==> src/rtl/sirv_debug_ram_arb.sv <==
// Two-port (debug module / core) arbiter in front of an 8-word RAM, one transaction in flight.
// Define SIRV_DEBUG_RAM_ARB_RR_EN for round-robin arbitration; otherwise port 0 has fixed priority.
module sirv_debug_ram_arb (
  input  logic        clk,
  input  logic        rst_n,

  input  logic        dmi_cmd_valid,
  output logic        dmi_cmd_ready,
  input  logic        dmi_cmd_read,
  input  logic [2:0]  dmi_cmd_addr,
  input  logic [31:0] dmi_cmd_wdata,
  output logic        dmi_rsp_valid,
  input  logic        dmi_rsp_ready,
  output logic [31:0] dmi_rsp_rdata,
  output logic        dmi_rsp_err,

  input  logic        core_cmd_valid,
  output logic        core_cmd_ready,
  input  logic        core_cmd_read,
  input  logic [2:0]  core_cmd_addr,
  input  logic [31:0] core_cmd_wdata,
  output logic        core_rsp_valid,
  input  logic        core_rsp_ready,
  output logic [31:0] core_rsp_rdata,
  output logic        core_rsp_err,

  output logic        ram_cs,
  output logic        ram_rd,
  output logic [2:0]  ram_addr,
  output logic [31:0] ram_wdat,
  input  logic [31:0] ram_dout
);

  typedef enum logic {StIdle, StRsp} state_e;

  state_e      state_q, state_d;
  logic        owner_q, owner_d;
  logic [31:0] rdata_q, rdata_d;
  logic        err_q, err_d;

  logic        win;
  logic        grant;
  logic        sel_read;
  logic [2:0]  sel_addr;
  logic [31:0] sel_wdata;
  logic        addr_ok;
  logic        rsp_valid;
  logic        rsp_ready;

  assign grant = (state_q == StIdle) && (dmi_cmd_valid || core_cmd_valid);

`ifdef SIRV_DEBUG_RAM_ARB_RR_EN
  // prefer_q names the port that wins the next contention (1 = core).
  logic prefer_q, prefer_d;

  always_comb begin
    win      = core_cmd_valid;
    prefer_d = prefer_q;
    if (dmi_cmd_valid && core_cmd_valid) begin
      win = prefer_q;
    end
    if (grant) begin
      prefer_d = ~win;
    end
  end

  always_ff @(posedge clk) begin
    if (!rst_n) begin
      prefer_q <= 1'b0;
    end else begin
      prefer_q <= prefer_d;
    end
  end
`else
  assign win = core_cmd_valid && !dmi_cmd_valid;
`endif

  assign sel_read  = win ? core_cmd_read  : dmi_cmd_read;
  assign sel_addr  = win ? core_cmd_addr  : dmi_cmd_addr;
  assign sel_wdata = win ? core_cmd_wdata : dmi_cmd_wdata;
  assign addr_ok   = (sel_addr != 3'd7);

  assign dmi_cmd_ready  = grant && !win;
  assign core_cmd_ready = grant && win;

  // Reset gates the RAM select and responses so nothing leaks out during reset.
  assign ram_cs   = grant && addr_ok && rst_n;
  assign ram_rd   = sel_read;
  assign ram_addr = sel_addr;
  assign ram_wdat = sel_wdata;

  assign rsp_valid      = (state_q == StRsp) && rst_n;
  assign dmi_rsp_valid  = rsp_valid && !owner_q;
  assign core_rsp_valid = rsp_valid && owner_q;
  assign dmi_rsp_rdata  = rdata_q;
  assign core_rsp_rdata = rdata_q;
  assign dmi_rsp_err    = err_q;
  assign core_rsp_err   = err_q;
  assign rsp_ready      = owner_q ? core_rsp_ready : dmi_rsp_ready;

  always_comb begin
    state_d = state_q;
    owner_d = owner_q;
    rdata_d = rdata_q;
    err_d   = err_q;
    unique case (state_q)
      StIdle: begin
        if (grant) begin
          state_d = StRsp;
          owner_d = win;
          rdata_d = (sel_read && addr_ok) ? ram_dout : 32'd0;
          err_d   = !addr_ok;
        end
      end
      StRsp: begin
        if (rsp_ready) begin
          state_d = StIdle;
        end
      end
      default: state_d = StIdle;
    endcase
  end

  always_ff @(posedge clk) begin
    if (!rst_n) begin
      state_q <= StIdle;
      owner_q <= 1'b0;
      rdata_q <= 32'd0;
      err_q   <= 1'b0;
    end else begin
      state_q <= state_d;
      owner_q <= owner_d;
      rdata_q <= rdata_d;
      err_q   <= err_d;
    end
  end

endmodule

==> config.mk <==
export PLATFORM = sky130hd
export DESIGN_NAME = sirv_debug_ram_arb
export DESIGN_NICKNAME = d
export VERILOG_FILES = /design/src/rtl/sirv_debug_ram_arb.sv
export SDC_FILE = /design/constraint.sdc
export NUM_CORES = 1
export LEC_CHECK = 0
export ABC_AREA = 0
export BUFFER_PORTS_ARGS = -buffer_cell sky130_fd_sc_hd__buf_2
export CORE_ASPECT_RATIO = 1.2
export CORE_MARGIN = 3
export CORE_UTILIZATION = 30
export CTS_CLUSTER_SIZE = 12
export DETAILED_ROUTE_END_ITERATION = 10
export PLACE_DENSITY = 0.82
export SLEW_MARGIN = 25
export SYNTH_ARGS = -nofsm -noshare
export SYNTH_HDL_FRONTEND = slang
export SYNTH_SLANG_ARGS = --single-unit
==> constraint.sdc <==
create_clock -name clk -period 1.7 [get_ports clk]
set_input_delay 0.34 -clock clk [delete_from_list [all_inputs] [get_ports clk]]
set_output_delay 0.34 -clock clk [all_outputs]
set_load 0.05 [all_outputs]
==> results of run 1 <==
placed cells by master, fill, tap and decap left out, drive strengths merged:
cell type / instances
o21ai: 2
inv: 3
and3: 2
clkinv: 1
dfxtp: 35
nor2b: 1
mux2i: 3
mux2: 35
clkinvlp: 1
nor3: 2
a2111oi: 1
clkbuf: 10
a21oi: 3
buf: 226
nor2: 3
nor3b: 1
nand2b: 1
nand2: 4
a22o: 32
layout make-up:
cell class | instances | area share [%]
repair buffers | 230 | 42.5
flip-flops and latches | 35 | 22.5
multi-input cells | 90 | 28.6
well taps | 80 | 3.22
inverters | 3 | 0.362
clock inverters | 2 | 0.402
clock buffers | 6 | 2.33
critical path: cells and delay by family:
kind | cells | cell delay (ns)
mux | 1 | 0.35
simple gates | 1 | 0.13
buf+inv | 3 | 0.52
repair_timing:
item / 4_1_cts / 5_1_grt
setup buffers: 1 / 1
resized for setup: 13 / 13
pin swaps: 1 / 1
gates cloned: 0 / 3
endpoints found under the setup margin: 36 / 68
cells by family after synthesis:
group / share of synthesized area, %
AO/OA/AOI/OAI: 17.9
AND/OR/NAND/NOR: 3.71
multiplexers: 23.0
buffers and inverters: 17.6
flip-flops: 37.7
power by group through the flow:
stage	Combinational (mW)	Sequential [mW]	Clock [mW]
5_1_grt	1.21	0.911	0.656
3_5_place_dp	1.10	0.922	0
6_report	1.15	0.905	0.580
4_1_cts	1.12	0.904	0.609
3_3_place_gp	1.08	0.921	0
2_1_floorplan	0.684	1.07	0
sequential cells by signal (all words and copies together) (netlist names):
signal          cells
core_rsp_err        1
state_q             1
core_rsp_rdata     32
owner_q             1
through the flow:
step / cell area [µm²] / util, %
after floorplan: 1880 / -
after global placement: 2840 / 48.8
after detailed placement: 2840 / 48.8
after CTS: 2990 / 51.3
after global routing: 3110 / 53.4
final: 3110 / 53.4
routing by layer:
layer,up-vias,wire length [µm],GRT usage (%)
li1,973,-,-
met1,936,2510,19.3
met3,6,510,4.81
met5,-,0,0
met2,95,3500,29.6
met4,0,60,4.45
path summary, 6_finish.rpt:
kind / depth (start not counted) / to / slack [ns] / from
hold / removal: 2 / core_rsp_rdata[6] / 0.27 / ram_dout[6]
hold reg to reg: 1 / core_rsp_rdata[25] / 0.49 / core_rsp_rdata[25]
setup reg to reg: 7 / core_rsp_rdata[3] / 0.10 / state_q
setup / recovery: 5 / ram_wdat[1] / 0.005 / core_cmd_valid
synth_stat cells:
| library cell | n | share of area, % |
|---|---|---|
| mux2_4 | 1 | 0.81 |
| inv_1 | 3 | 0.61 |
| buf_4 | 33 | 13 |
| a2111oi_4 | 1 | 1.5 |
| mux2i_1 | 3 | 1.6 |
| dfxtp_1 | 35 | 38 |
| buf_6 | 4 | 2.4 |
| a21oi_1 | 3 | 0.81 |
| nor2_1 | 3 | 0.61 |
| nor3_1 | 2 | 0.54 |
| mux2_2 | 34 | 21 |
| nor3b_1 | 1 | 0.40 |
| and3_1 | 2 | 0.67 |
| nand2_1 | 4 | 0.81 |
| clkbuf_1 | 6 | 1.2 |
| a22o_1 | 32 | 15 |
| nor2b_1 | 1 | 0.34 |
| nand2b_1 | 1 | 0.34 |
| o21ai_0 | 2 | 0.54 |
==> metrics.txt, run 1 <==
Worst Path Max Fanout=21; initial core utilization=31.9%; Final Non-Filler Cells=446; Seq pwr share=34.3%; Worst-Margin Slew=0.274 ns; number of max-cap violations=0; register area share after synthesis=37.7%; Rows=30; sw frac=42.2%; Final #Nets=475; clock buffer depth=2; Final Cycle Share=99.7%; die area=0.00717 mm²; RePlAce Congestion=0.795; Area growth syn-to-layout=67.5%; H-tree depth=2; Tmin final=1.70 ns; clk slew on worst S/H paths=0.08 ns; Fmax=590 MHz; Hold Vio Cnt, Final=0; Clk pwr share=22.0%; RSZ-0062 raised after global routing=yes; cell leakage power=1.72 nW; Hold Path Class=in2reg; pwr dens=849 mW/mm²; port buffer count=216; 1st-iter DRT viols=43; Ys Warns=0; first-pass GRT wire length=9600 µm; # hold bufs at CTS=0; TritonCTS clock tree=done; Sw Pwr=1.11 mW; HPWL Detailed=5250 µm; syn_area_per_cell=10.9 µm²; WL/cell=14.8 µm; layout cell share with drive strength beyond 1=77.0%; # diodes=0; pre-CTS WS=-0.207 ns; pin count of the biggest net entering global routing=33; crit path kind=in2out; total gr overflow=0; Tot Pwr=2.64 mW; Final Max Slew Viols=0; DR vias/cell=4.51; drt drc=0; Setup crit end kind=primary output; GRT Total Usage=16.7%; fin worst setup slack=0.00488 ns; Cell Int Power=1.53 mW; synthesized area=0.00186 mm²; TNS Setup=0 ns; crit-path cells=buf_2, nand2b_4, buf_12, mux2_2, buf_2; Startpoint Class=primary input; initial antenna violation count=0; vias in the first global route=1,955; syn nets=281; die height=92.2 µm; Critical Path Max Stage Delay=0.35 ns; Std-Cell Core Area=0.00582 mm²; Synth Instances=171; area of the multi-input gates=890 µm²; most frequent CP cell=buf_2; Inst Count DP=433; Fin Clk Skew=0.00678 ns; CTS Buf Count=5; final hold slack=0.272 ns; via count=2,010; Routed Antenna Nets=0; Die Wd=77.8 µm; Critical Path RT=1.36 ns; DRT Pass-1 Iters=4; Ports=217; Sink Count=35; Fill cells=539; CTS root buf=clkbuf_8; synthesis-stage register bit count=35; Post-Route WL=6580 µm; peak supply drop=448 µV; Worst EP arrival=1.36 ns; CP max-delay cell=mux2_2; Netlist cell types=19; final setup fails=0; Combinational Power Share=43.7%; register area=701 µm²; worst skew pair latency=0.28 ns; relative slew slack=81.9%; outcome=finished, final reports clean
(Power assumes the default switching activity.)
==> run 2: changes to the inputs <==
CORE_AREA = 3 3 83 85   (was not set)
CORE_ASPECT_RATIO = not set   (was 1.2)
CORE_MARGIN = not set   (was 3)
CORE_UTILIZATION = not set   (was 30)
DIE_AREA = 0 0 86 88   (was not set)
GPL_TIMING_DRIVEN = 0   (was not set)
PLACE_DENSITY = 0.77   (was 0.82)
clock period = 2.05 ns   (was 1.7 ns; I/O delays follow)
==> run 2 against run 1 <==
Global-route usage fell by 1.3 points. Largest power group unchanged. Register-to-register slack improved by 0.23 ns. First-iteration DRC count fell by 26%. Total power fell by 17%. Clock skew barely moved. Combinational power fell by 18%.
==> metrics.txt, run 2 (synthesized netlist as in run 1, its figures left out) <==
outcome=finished, final reports clean; Hold Vio Cnt, Final=0; Routed Antenna Nets=0; die area=0.00757 mm²; crit-path cells=buf_2, nand2b_4, buf_8, mux2_4, nand2_1, and3_1, buf_6; Sink Count=35; peak supply drop=446 µV; Seq pwr share=34.5%; die height=88 µm; pin count of the biggest net entering global routing=12; number of flip-flops in the largest register=32; worst reg2reg startpoint=state_q; Final Max Slew Viols=0; CTS root buf=clkbuf_8; Final Cycle Share=96.5%; Fin Clk Skew=0.00643 ns; cell leakage power=1.83 nW; Fmax=505 MHz; number of max-cap violations=0; drt drc=0; Rows=29; Hold Path Class=in2reg; Worst-Margin Slew=0.599 ns; via count=2,114; layout cell share with drive strength beyond 1=76.2%; slack of the worst reg-to-reg path=0.33 ns; fin worst setup slack=0.0714 ns; most frequent cells in the layout=buf_2 (215), buf_4 (35), dfxtp_1 (35); Worst EP arrival=1.57 ns; initial antenna violation count=0; most common cell after layout, fill and taps aside=buf_2; Ports=217; port buffer count=216; relative slew slack=59.6%; Std-Cell Core Area=0.00628 mm²; crit path kind=in2out; Critical Path Max Stage Delay=0.33 ns; clk slew on worst S/H paths=0.07 ns; min-delay src=ram_dout[3]; CP max-delay cell=mux2_4; # hold bufs at CTS=0; total gr overflow=0; final setup fails=0; CTS Buf Count=5; RSZ-0062 raised after global routing=no; sw frac=42.0%; Fill cells=602; Critical Path Start=dmi_cmd_valid; DR vias/cell=4.48; # diodes=0; clock buffer depth=2; Post-Route WL=6120 µm; Critical Path RT=1.64 ns; RePlAce Congestion=0.756; Cell Int Power=1.26 mW; Sw Pwr=915 µW; GRT Total Usage=15.4%; 1st-iter DRT viols=32; Area growth syn-to-layout=70.4%; Final #Nets=504; Setup crit end kind=primary output; Die Wd=86 µm; Clk pwr share=22.1%; setup bufs post-CTS=0; pwr dens=689 mW/mm²; Util after Layout=50.4%; Combinational Power Share=43.4%; Startpoint Class=primary input; Tot Pwr=2.18 mW; Tmin final=1.98 ns; H-tree depth=2; Worst Path Max Fanout=10; TritonCTS clock tree=done; pre-CTS WS=-0.224 ns; vias in the first global route=1,977; WL/cell=13.0 µm; HPWL Detailed=5260 µm; first-pass GRT wire length=9330 µm; post-CTS sizing=8; worst skew pair latency=0.28 ns; initial core utilization=29.6%; DRT Pass-1 Iters=4
==> run 2: cell count changes in the layout (fill, tap and decap cells not counted), sizes merged <==
cell / delta
buf: +30
clkbuf: -1
==> run 2: final cells by class <==
class	instances	area (µm²)	area share (%)
multi-input cells	90	850	26.8
repair buffers	216	1090	34.4
plain buffers	43	334	10.6
well taps	77	96.3	3.04
flip-flops and latches	35	701	22.1
clock buffers	6	72.6	2.29
inverters	3	11.3	0.356
clock inverters	2	12.5	0.395
==> run 2: path summary, 6_finish.rpt <==
check | endpoint | depth (start not counted)
setup reg to reg | core_rsp_rdata[16] | 5
setup / recovery | ram_cs | 7
hold / removal | core_rsp_rdata[3] | 2
hold reg to reg | core_rsp_rdata[1] | 1
==> run 2: worst max-delay path: cells and delay by family <==
kind	cells	cell delay (ns)
simple gates	3	0.39
mux	1	0.33
buf+inv	3	0.43
==> run 2: power groups by stage <==
stage               clock network [mW]  registers [mW]  logic [mW]
floorplan                            0           0.885       0.566
detailed placement                   0           0.766       0.939
CTS                              0.509           0.751       0.946
finish                           0.482           0.751       0.945
global route                     0.539           0.757       0.998
global placement                     0           0.765       0.931
==> run 2: per-stage QoR <==
step	std cells	area [µm²]	TNS, ns	hold slack (ns)
6_report	472	3160	0	0.337
5_1_grt	472	3160	0	0.326
4_1_cts	472	3140	0	0.322
3_5_place_dp	464	3030	-8.74	0.482
3_3_place_gp	464	3030	-7.70	0.477
2_1_floorplan	171	1860	0	0.483
==> run 2: layer usage <==
layer / track usage [%] / wire, µm
met1: 17.0 / 2150
met3: 4.42 / 635
met5: 0 / 0
met2: 28.0 / 3260
met4: 5.61 / 77
